File: src/rtl/neuron_teacher_pkg.sv
// rtl/neuron_teacher_pkg.sv - shared types for the neuron training sequencer
package neuron_teacher_pkg;

    // Unsigned fixed point, 8'd128 represents 1.0.
    typedef logic [7:0] zero2one_t;
    typedef logic [6:0] frac_t;

    localparam zero2one_t Z2O_ONE = 8'd128;

    typedef enum logic [2:0] {
        ST_IDLE,
        ST_PRESENT,
        ST_SETTLE,
        ST_SAMPLE,
        ST_EPOCH_END,
        ST_DONE
    } teacher_state_t;

    function automatic zero2one_t abs_diff(input zero2one_t a, input zero2one_t b);
        return (a >= b) ? zero2one_t'(a - b) : zero2one_t'(b - a);
    endfunction

endpackage

File: src/rtl/neuron_teacher_if.sv
// rtl/neuron_teacher_if.sv - load/control and neuron-side bundle of the teacher
interface neuron_teacher_if #(
    parameter int N     = 16,
    parameter int ERR_W = 24
);
    import neuron_teacher_pkg::*;

    logic                  clear;
    logic                  load_valid;
    logic                  load_ready;
    zero2one_t [N-1:0]     load_in;
    zero2one_t             load_expected;
    logic                  start;
    logic                  learn_en;
    logic [ERR_W-1:0]      err_threshold;
    logic                  busy;
    logic                  done;
    logic                  converged;
    logic [7:0]            epoch_count;
    logic [ERR_W-1:0]      last_err;
    logic                  nrn_valid;
    logic                  nrn_learn;
    zero2one_t [N-1:0]     nrn_in;
    zero2one_t             nrn_out;
    zero2one_t             nrn_expected_out;

    modport slave (
        input  clear, load_valid, load_in, load_expected, start, learn_en,
               err_threshold, nrn_out,
        output load_ready, busy, done, converged, epoch_count, last_err,
               nrn_valid, nrn_learn, nrn_in, nrn_expected_out
    );

    modport master (
        output clear, load_valid, load_in, load_expected, start, learn_en,
               err_threshold, nrn_out,
        input  load_ready, busy, done, converged, epoch_count, last_err,
               nrn_valid, nrn_learn, nrn_in, nrn_expected_out
    );

endinterface

File: src/rtl/neuron_teacher_sample_store.sv
// rtl/neuron_teacher_sample_store.sv - DEPTH-entry sample memory, append-only with clear
module neuron_teacher_sample_store
    import neuron_teacher_pkg::*;
#(
    parameter int N     = 16,
    parameter int DEPTH = 8,
    localparam int IW   = (DEPTH > 1) ? $clog2(DEPTH) : 1,
    localparam int CW   = $clog2(DEPTH + 1)
) (
    input  logic              clk,
    input  logic              rst_n,
    input  logic              clr_i,
    input  logic              wr_i,
    input  zero2one_t [N-1:0] wr_in_i,
    input  zero2one_t         wr_exp_i,
    input  logic [IW-1:0]     rd_idx_i,
    output zero2one_t [N-1:0] rd_in_o,
    output zero2one_t         rd_exp_o,
    output logic [CW-1:0]     count_o
);

    // Entry N of each row holds the expected output.
    zero2one_t [N:0]  mem_q [DEPTH];
    logic [CW-1:0]    count_q;
    logic             do_wr;

    assign do_wr = wr_i && !clr_i && (count_q < CW'(DEPTH));

    always_ff @(posedge clk or negedge rst_n) begin
        if (!rst_n) begin
            count_q <= '0;
        end else if (clr_i) begin
            count_q <= '0;
        end else if (do_wr) begin
            count_q <= count_q + 1'b1;
        end
    end

    always_ff @(posedge clk) begin
        if (do_wr) begin
            mem_q[count_q[IW-1:0]] <= {wr_exp_i, wr_in_i};
        end
    end

    assign rd_in_o  = mem_q[rd_idx_i][N-1:0];
    assign rd_exp_o = mem_q[rd_idx_i][N];
    assign count_o  = count_q;

endmodule

File: src/rtl/neuron_teacher.sv
// rtl/neuron_teacher.sv - epoch replay sequencer that trains one neuron and sums its error
// NEURON_TEACHER_ROTATE_EN: each epoch starts one sample later than the previous one.
module neuron_teacher
    import neuron_teacher_pkg::*;
#(
    parameter int N          = 16,
    parameter int DEPTH      = 8,
    parameter int SETTLE     = 2,
    parameter int MAX_EPOCHS = 255,
    parameter int ERR_W      = 24
) (
    input logic       clk,
    input logic       rst_n,
    neuron_teacher_if.slave bus
);

    localparam int IW = (DEPTH > 1) ? $clog2(DEPTH) : 1;
    localparam int CW = $clog2(DEPTH + 1);
    localparam int SW = ERR_W + 9;
    localparam logic [3:0]       SETTLE_LAST = 4'((SETTLE > 0) ? SETTLE - 1 : 0);
    localparam logic [ERR_W-1:0] ERR_MAX     = '1;

    teacher_state_t    state_q;
    logic [IW-1:0]     idx_q;
    logic [CW-1:0]     seen_q;
    logic [3:0]        settle_q;
    logic [ERR_W-1:0]  acc_q;
    logic [ERR_W-1:0]  last_err_q;
    logic [7:0]        epoch_q;
    logic              converged_q;
    logic              load_ready_q;
    logic              nrn_learn_q;

    logic [CW-1:0]     count;
    logic [CW-1:0]     cnt_d;
    logic [CW-1:0]     last_idx;
    zero2one_t [N-1:0] rd_in;
    zero2one_t         rd_exp;
    zero2one_t         err;
    logic [SW-1:0]     sum_w;
    logic [ERR_W-1:0]  acc_sat;
    logic [IW-1:0]     idx_wrap;
    logic [IW-1:0]     epoch_start;
    logic              in_idle, in_done, busy_w, presenting;
    logic              clr_ok, wr_ok, start_ok, last_sample;

    assign in_idle    = (state_q == ST_IDLE);
    assign in_done    = (state_q == ST_DONE);
    assign busy_w     = !in_idle && !in_done;
    assign presenting = (state_q == ST_PRESENT) || (state_q == ST_SETTLE) ||
                        (state_q == ST_SAMPLE);

    assign clr_ok   = bus.clear && (in_idle || in_done);
    assign wr_ok    = in_idle && bus.load_valid && load_ready_q && !bus.clear;
    assign start_ok = bus.start && !clr_ok && ((in_idle && count != '0) || in_done);
    assign cnt_d    = clr_ok ? '0 : (wr_ok ? count + 1'b1 : count);

    neuron_teacher_sample_store #(
        .N     (N),
        .DEPTH (DEPTH)
    ) u_store (
        .clk      (clk),
        .rst_n    (rst_n),
        .clr_i    (clr_ok),
        .wr_i     (wr_ok),
        .wr_in_i  (bus.load_in),
        .wr_exp_i (bus.load_expected),
        .rd_idx_i (idx_q),
        .rd_in_o  (rd_in),
        .rd_exp_o (rd_exp),
        .count_o  (count)
    );

    // Widened sum so a single error larger than the accumulator still saturates.
    assign err      = abs_diff(bus.nrn_out, rd_exp);
    assign sum_w    = SW'(acc_q) + SW'(err);
    assign acc_sat  = (sum_w > SW'(ERR_MAX)) ? ERR_MAX : sum_w[ERR_W-1:0];

    assign last_idx    = count - 1'b1;
    assign last_sample = (seen_q == last_idx);
    assign idx_wrap    = (CW'(idx_q) == last_idx) ? '0 : idx_q + 1'b1;

    // idx_q has wrapped back to this epoch's first sample by EPOCH_END.
`ifdef NEURON_TEACHER_ROTATE_EN
    assign epoch_start = idx_wrap;
`else
    assign epoch_start = '0;
`endif

    always_ff @(posedge clk or negedge rst_n) begin
        if (!rst_n) begin
            state_q      <= ST_IDLE;
            idx_q        <= '0;
            seen_q       <= '0;
            settle_q     <= '0;
            acc_q        <= '0;
            last_err_q   <= '0;
            epoch_q      <= '0;
            converged_q  <= 1'b0;
            load_ready_q <= 1'b0;
            nrn_learn_q  <= 1'b0;
        end else begin
            nrn_learn_q <= bus.learn_en && busy_w;
            if (start_ok) begin
                state_q      <= ST_PRESENT;
                idx_q        <= '0;
                seen_q       <= '0;
                acc_q        <= '0;
                epoch_q      <= '0;
                converged_q  <= 1'b0;
                load_ready_q <= 1'b0;
                nrn_learn_q  <= bus.learn_en;
            end else begin
                case (state_q)
                    ST_IDLE: begin
                        load_ready_q <= (cnt_d < CW'(DEPTH));
                    end
                    ST_PRESENT: begin
                        settle_q <= '0;
                        state_q  <= (SETTLE == 0) ? ST_SAMPLE : ST_SETTLE;
                    end
                    ST_SETTLE: begin
                        settle_q <= settle_q + 1'b1;
                        if (settle_q == SETTLE_LAST) begin
                            state_q <= ST_SAMPLE;
                        end
                    end
                    ST_SAMPLE: begin
                        acc_q <= acc_sat;
                        idx_q <= idx_wrap;
                        if (last_sample) begin
                            seen_q  <= '0;
                            state_q <= ST_EPOCH_END;
                        end else begin
                            seen_q  <= seen_q + 1'b1;
                            state_q <= ST_PRESENT;
                        end
                    end
                    ST_EPOCH_END: begin
                        last_err_q <= acc_q;
                        epoch_q    <= epoch_q + 1'b1;
                        acc_q      <= '0;
                        idx_q      <= epoch_start;
                        if (acc_q <= bus.err_threshold) begin
                            state_q     <= ST_DONE;
                            converged_q <= 1'b1;
                            nrn_learn_q <= 1'b0;
                        end else if (epoch_q == 8'(MAX_EPOCHS - 1)) begin
                            state_q     <= ST_DONE;
                            converged_q <= 1'b0;
                            nrn_learn_q <= 1'b0;
                        end else begin
                            state_q <= ST_PRESENT;
                        end
                    end
                    ST_DONE: begin
                        if (clr_ok) begin
                            state_q      <= ST_IDLE;
                            converged_q  <= 1'b0;
                            load_ready_q <= 1'b1;
                        end
                    end
                    default: state_q <= ST_IDLE;
                endcase
            end
        end
    end

    assign bus.load_ready       = load_ready_q;
    assign bus.busy             = busy_w;
    assign bus.done             = in_done;
    assign bus.converged        = converged_q;
    assign bus.epoch_count      = epoch_q;
    assign bus.last_err         = last_err_q;
    assign bus.nrn_valid        = (state_q == ST_PRESENT);
    assign bus.nrn_learn        = nrn_learn_q;
    assign bus.nrn_in           = presenting ? rd_in : '0;
    assign bus.nrn_expected_out = presenting ? rd_exp : '0;

endmodule

File: src/flat_wrapper.sv
// flat-port wrapper written by rule: the top's interface ports become plain ports
module neuron_teacher_flat import neuron_teacher_pkg::*;
#(
    parameter int N          = 16,
    parameter int DEPTH      = 8,
    parameter int SETTLE     = 2,
    parameter int MAX_EPOCHS = 255,
    parameter int ERR_W      = 24
)
  (clk, rst_n, bus_clear, bus_load_valid, bus_load_in, bus_load_expected, bus_start, bus_learn_en, bus_err_threshold, bus_nrn_out, bus_load_ready, bus_busy, bus_done, bus_converged, bus_epoch_count, bus_last_err, bus_nrn_valid, bus_nrn_learn, bus_nrn_in, bus_nrn_expected_out);
  neuron_teacher_if #(.N(N), .ERR_W(ERR_W)) bus_i ();
  input logic clk;
  input logic rst_n;
  input wire logic [$bits(bus_i.clear)-1:0] bus_clear;
  input wire logic [$bits(bus_i.load_valid)-1:0] bus_load_valid;
  input wire logic [$bits(bus_i.load_in)-1:0] bus_load_in;
  input wire logic [$bits(bus_i.load_expected)-1:0] bus_load_expected;
  input wire logic [$bits(bus_i.start)-1:0] bus_start;
  input wire logic [$bits(bus_i.learn_en)-1:0] bus_learn_en;
  input wire logic [$bits(bus_i.err_threshold)-1:0] bus_err_threshold;
  input wire logic [$bits(bus_i.nrn_out)-1:0] bus_nrn_out;
  output wire logic [$bits(bus_i.load_ready)-1:0] bus_load_ready;
  output wire logic [$bits(bus_i.busy)-1:0] bus_busy;
  output wire logic [$bits(bus_i.done)-1:0] bus_done;
  output wire logic [$bits(bus_i.converged)-1:0] bus_converged;
  output wire logic [$bits(bus_i.epoch_count)-1:0] bus_epoch_count;
  output wire logic [$bits(bus_i.last_err)-1:0] bus_last_err;
  output wire logic [$bits(bus_i.nrn_valid)-1:0] bus_nrn_valid;
  output wire logic [$bits(bus_i.nrn_learn)-1:0] bus_nrn_learn;
  output wire logic [$bits(bus_i.nrn_in)-1:0] bus_nrn_in;
  output wire logic [$bits(bus_i.nrn_expected_out)-1:0] bus_nrn_expected_out;
  assign bus_i.clear = bus_clear;
  assign bus_i.load_valid = bus_load_valid;
  assign bus_i.load_in = bus_load_in;
  assign bus_i.load_expected = bus_load_expected;
  assign bus_i.start = bus_start;
  assign bus_i.learn_en = bus_learn_en;
  assign bus_i.err_threshold = bus_err_threshold;
  assign bus_i.nrn_out = bus_nrn_out;
  assign bus_load_ready = bus_i.load_ready;
  assign bus_busy = bus_i.busy;
  assign bus_done = bus_i.done;
  assign bus_converged = bus_i.converged;
  assign bus_epoch_count = bus_i.epoch_count;
  assign bus_last_err = bus_i.last_err;
  assign bus_nrn_valid = bus_i.nrn_valid;
  assign bus_nrn_learn = bus_i.nrn_learn;
  assign bus_nrn_in = bus_i.nrn_in;
  assign bus_nrn_expected_out = bus_i.nrn_expected_out;
  neuron_teacher #(.N(N), .DEPTH(DEPTH), .SETTLE(SETTLE), .MAX_EPOCHS(MAX_EPOCHS), .ERR_W(ERR_W)) u_core (.clk(clk), .rst_n(rst_n), .bus(bus_i));
endmodule
File: config.mk
export PLATFORM = sky130hd
export DESIGN_NAME = neuron_teacher_flat
export DESIGN_NICKNAME = d
export VERILOG_FILES = /design/src/rtl/neuron_teacher_pkg.sv /design/src/rtl/neuron_teacher_if.sv /design/src/rtl/neuron_teacher_sample_store.sv /design/src/rtl/neuron_teacher.sv /design/src/flat_wrapper.sv
export SDC_FILE = /design/constraint.sdc
export NUM_CORES = 1
export LEC_CHECK = 0
export ABC_CLOCK_PERIOD_IN_PS = 18000
export BUFFER_PORTS_ARGS = -buffer_cell sky130_fd_sc_hd__buf_2
export CORE_MARGIN = 3
export CORE_UTILIZATION = 55
export CTS_CLUSTER_DIAMETER = 50
export CTS_CLUSTER_SIZE = 25
export DETAILED_ROUTE_END_ITERATION = 10
export GPL_TIMING_DRIVEN = 0
export PLACE_DENSITY_LB_ADDON = 0.2
export SLEW_MARGIN = 20
export SYNTH_ARGS = -nofsm -noshare
export SYNTH_HDL_FRONTEND = slang
export SYNTH_SLANG_ARGS = --single-unit
File: constraint.sdc
create_clock -name clk -period 18 [get_ports clk]
set_input_delay 2.7 -clock clk [delete_from_list [all_inputs] [get_ports clk]]
set_output_delay 2.7 -clock clk [all_outputs]
set_load 0.1 [all_outputs]
After elaboration in Yosys (flattened, before gate mapping)
Memory sizes are Yosys's and may differ from the RTL's. Index checks and enable logic that the tools add are counted.

Bits of input ports: 174. RAM bits: 1088. Memories: 1. Output and inout bits: 174. Register bits after elaboration: 77. Word-level logic and storage cells: 113.

Magnitude comparators: 5. Bitwise logic cells: 1. Reductions and logical operators: 33. Add/sub/neg operators: 9. Mux-type cells: 40. Equality and inequality tests: 13.

Memory list: u_core.u_store.mem_q (depth 8, bits a word 136, read ports 1, clocked after Yosys merged registers in 0, wr ports 1, RTL line neuron_teacher_sample_store.sv:23) `zero2one_t [N:0] mem_q [DEPTH];`.

Operators with widths (count): $mux W128 (1); $mux W24 (2); $pmux W24 S2 (1); $gt A33 B24 Y1 const B (1); $mux W8 (4); $mux W4 (7); $add A24 B8 Y25 (1); $le A24 B24 Y1 (1); $mux W3 (8); $pmux W3 S6 (1); $sub A8 B8 Y8 (2); $add A4 B1 Y4 const B (3); $mux W1 (12); $logic_and A1 B1 Y1 (11); $reduce_bool A3 Y1 (3); $add A8 B1 Y8 const B (1); $eq A8 B8 Y1 const B (1); $ge A8 B8 Y1 (1); $lt A4 B4 Y1 const B (2); $pmux W4 S2 (1); $reduce_bool A2 Y1 (4); $eq A3 B2 Y1 const B (2); $eq A3 B3 Y1 const B (2); $pmux W3 S2 (1); other kinds (18) (28).

Logic depth before layout (Yosys ltp)
Depth after elaboration: 9. Gate-level depth with buffers: 23. Mapped depth without buffers: 19.

By module
From an unflattened synthesis, not the netlist that was laid out.

Cells, all modules: 2350. Area total of the unflattened synthesis: 46993.8 um2.

By module, submodules not included: neuron_teacher_sample_store (instances 1, area an instance 40964.3 um2, sequential area each 32771.4 um2, cells an instance 1599); neuron_teacher (instances 1, area an instance 6029.5 um2, sequential area each 1826.8 um2, cells an instance 751).

Worst setup path before layout
OpenSTA, ideal clock, no wires.

Path kind: input-to-reg. From: in bus_clear. To: mem u_core.u_store.mem_q[1][0] in the netlist's numbering, enable pin. Setup slack: 4431 ps. Setup time: 798 ps. Required time: 17202 ps. Stages on the path: 6. Path buffers: 1. Arrival: 12771 ps. Cell sequence: clkbuf_1 -> nor2_1 -> nand4_1 -> nor2_1 -> nand2_1 -> nor3_1.

Cells in the longest elaborated chain, start to end: 6. Elaborated cells on any way between the ends: 8. Those cells by class: mux (2); reduce/logical (6).

RTL lines: start, declared (RTL line flat_wrapper.sv:14) `input wire logic [$bits(bus_i.clear)-1:0] bus_clear;`; $logic_not A1 Y1 or $logic_and A1 B1 Y1 (tied branches) (RTL line neuron_teacher.sv:54, neuron_teacher.sv:53); $logic_and A1 B1 Y1 or $logic_not A1 Y1 (tied branches) (RTL line neuron_teacher.sv:54, neuron_teacher_sample_store.sv:27); $logic_and A1 B1 Y1 (*) (2 in series) (RTL line neuron_teacher_sample_store.sv:27) `assign do_wr = wr_i && !clr_i && (count_q < CW'(DEPTH));`; $mux W1 (*) (RTL line neuron_teacher_sample_store.sv:40) `if (do_wr) begin`; $mux W1 (not written as such) (*) (RTL line neuron_teacher_sample_store.sv:41) `mem_q[count_q[IW-1:0]] <= {wr_exp_i, wr_in_i};`; end, declared (RTL line neuron_teacher_sample_store.sv:23).

Mark *: on every way between the ends. The rest lies on a longest branch, timed or not.

Worst setup path after layout
From: reg u_core.idx_q[1]. To: out bus_nrn_in[54].

Cells in the longest elaborated chain, start to end: 2.

RTL lines: start, declared (RTL line neuron_teacher.sv:24) `logic [IW-1:0] idx_q;`; start signal, assigned (RTL line neuron_teacher.sv:130) `idx_q <= idx_wrap;`; start signal, assigned (RTL line neuron_teacher.sv:143) `idx_q <= epoch_start;`; $mem_v2 Z8 W136; $mux W128 (RTL line neuron_teacher.sv:177) `assign bus.nrn_in = presenting ? rd_in : '0;`; end, declared (RTL line flat_wrapper.sv:30) `output wire logic [$bits(bus_i.nrn_in)-1:0] bus_nrn_in;`.

Every way passes these cells.

==> flow_summary.yaml <==
outcome:
  outcome: "finished clean"
layout:
  multiInputGateArea_um2: 11300
  syn_to_final_growth_pct: 18.6
  drive_above_1_share: 0.331
  num-fill-cells: 5713
  seqCellArea_um2: 34600
  commonest_non_fill_non_tap_cell_in_the_layout: "edfxtp_1"
  layout_nets: 3144
  final_cell_mix: "1088 x edfxtp_1, 387 x buf_2, 272 x mux4_2"
  layoutNonFillerInstCount: 4152
  postLayoutCellArea_um2: 55200
floorplanning:
  start_util: 0.556
  total_i_o_pin_count: 348
  core_region_area_um2: 83800
  die_y_um: 297
  dieWidth_um: 297
  floorplan_die_area_um2: 88200
  floorplan.rows: 106
critical_path:
  worstSetupEndpointType: "primary output"
  worst-setup-path-type: "reg -> out"
  critical_path_required_ps: 15300
  critical_path_arrival_ps: 4020
  worstSetupStartpointType: "flop"
  timing.critical_path.fanout_max: 10
power_and_ir_drop:
  power.share.combinational: 0.439
  power_density_nw_per_um2: 180
  overall_power_after_layout_mw: 9.92
  power.share.switching: 0.444
  power.net_switching_mw: 4.40
  peakVddDrop_mv: 0.209
  power.share.sequential: 0.319
  clockPowerShare: 0.242
  leakagePower_nw: 19.1
  internal-power_mw: 5.52
clocking:
  cts.reportedPaths.clkPinSlew_ps: 70
  insertion_delay_ps: 690
  cts_repair_resize_count: 0
  clk_path_buf_depth: 3
  cts.htree.levels: 3
  cts_setup_buffers: 0
  tritoncts.num_buffers: 109
  clock_net_sink_count: 1165
  holdBufCountCts: 0
  tritoncts: "done"
  clock_tree.root_cell: "clkbuf_16"
sta:
  pin_slew_with_the_least_headroom_to_its_limit_ps: 1150
  rsz0062_at_grt: "false"
  period_needed_ps: 6720
  timing.final.setup_violations: 0
  fmax_ghz: 0.149
  min_period_over_period: 0.373
  final_critical_path_setup_slack_ps: 11280
  finalHoldWorstSlack_ps: 475
  max_slew_violation_total_from_the_final_report: 0
  hold_viol_final: 0
  timing.max_slew.rel_slack: 0.233
  skew_ps: 24.0
route:
  vias_per_cell: 5.92
  firstDrtPassIters: 6
  detail_route.wl_per_cell_um: 26.1
  drc: 0
  routed-via-count: 24600
  final_antenna_violating_net_count: 0
  drt_iter0_markers: 2321
  routed_wl_um: 109000
logic_synthesis:
  number_of_flops_mapped_to_enable_cells_by_yosys: 1088
  synth.yosys.warnings: 0
  syn-num-nets: 2592
  postSynthRegisterBits: 1165
  asyncSetResetFlopFracSynth: 0.0661
  post_synth.cell_area_avg_um2: 19.7
  synth-seq-area-share: 0.743
  ys.flop_type: "edfxtp_1"
  syn-instance-count: 2359
  synth_cell_types: 77
  syn-cell-area_um2: 46600
placement:
  finalWeightedCongestion: 0.851
  placed_cells: 3934
  detailed_place.area_um2: 51300
  place.port_buffers: 346
  dp_hpwl_um: 73200
  dpl_worst_slack_ps: 11170
job:
  max-cap-violations: 0
global_routing:
  grt_pass1_vias: 25600
  grtUsageTotal: 0.249
  gr-total-overflow: 0
  grt_start_max_net_pins: 42
  antenna_found_initial: 29
  wire_length_of_the_first_global_routing_pass_um: 164000
hold_path:
  min_path_type: "reg -> reg"
[kinds of logic after synthesis]
kind of cell    synth area share
mux                        0.163
buf+inv                   0.0155
simple gates              0.0344
xor+xnor                 0.00556
compound gates            0.0226
fa+ha+maj                 0.0163
flops                      0.743
[worst paths after layout]
kind | endpoint | slack (ps) | startpoint | depth (start not counted)
max in group asynchronous | u_core.u_store.count_o[2] | 15380 | rst_n | 2
worst max-delay path | bus_nrn_in[54] | 11280 | u_core.idx_q[1] | 7
worst min register to register | u_core.bus.last_err[10] | 470 | u_core.bus.last_err[10] | 2
min in group asynchronous | u_core.bus.last_err[16] | 1990 | rst_n | 1
worst max register to register | u_core.acc_q[22] | 11600 | u_core.idx_q[1] | 21
worst min-delay path | u_core.bus.last_err[10] | 470 | u_core.bus.last_err[10] | 2
[critical path: stages, from the launching register on]
cell and delay, ps:
dfrtp_1 360, clkbuf_1 210, clkbuf_1 880, clkbuf_1 660, mux4_2 340, mux2i_1 70
nor2_1 310, buf_2 500
[through the flow]
step	utilization	setup TNS [ps]
finish	0.659	0
global placement	0.593	-1692820
floorplan	-	0
global route	0.658	0
detailed placement	0.612	0
CTS	0.658	0
[cell usage after synthesis (14+ instances only)]
cell type	count	area, um2
dfrtp_1	77	1930
a21oi_1	40	200
buf_2	42	210
mux4_2	272	6130
inv_1	56	210
mux2i_1	142	1420
buf_1	32	120
edfxtp_1	1088	32700
nand3_1	15	75.1
clkbuf_1	40	150
nand2_1	103	387
ha_1	56	701
nor2_1	172	646
xor2_1	16	140
nand4_1	14	87.6
nor3_1	14	70.1
o21ai_0	31	155
[layer usage]
layer  share of wire  up-vias  track usage
met5         0.00099        -            0
met4           0.020       20       0.0594
met3           0.076      162       0.0609
met2            0.50      931        0.410
met1            0.40    12800        0.342
li1                -    10700            -
[final cells by class]
| cell class | instances | area share |
|---|---|---|
| sequential | 1165 | 0.627 |
| tap | 1134 | 0.0257 |
| timing repair buffer | 441 | 0.0591 |
| multi-input combinational | 1020 | 0.205 |
| clock buffer | 112 | 0.0504 |
| inverter | 57 | 0.00387 |
| buffer | 117 | 0.00929 |
| antenna | 13 | 0.000589 |
| clock inverter | 93 | 0.0197 |
[power by group through the flow]
stage               sequential (mW)  clock, mW  combinational, mW
detailed placement             3.22          0               4.37
global route                   3.17       2.55               4.59
finish                         3.16       2.40               4.36
floorplan                      3.37          0               3.33
global placement               3.27          0               4.28
CTS                            3.16       2.44               4.39
[state kept, by name, summed over array words and instances, names as in the netlist]
register	cells
u_core.u_store.mem_q	1088
u_core.acc_q	24
u_core.bus.last_err	24
u_core.bus.epoch_count	8
u_core.seen_q	4
u_core.settle_q	4
u_core.u_store.count_o	4
u_core.idx_q	3
u_core.state_q	3
u_core.bus.converged	1
u_core.bus.load_ready	1
u_core.bus.nrn_learn	1
Power figures use the tool's default switching activity.
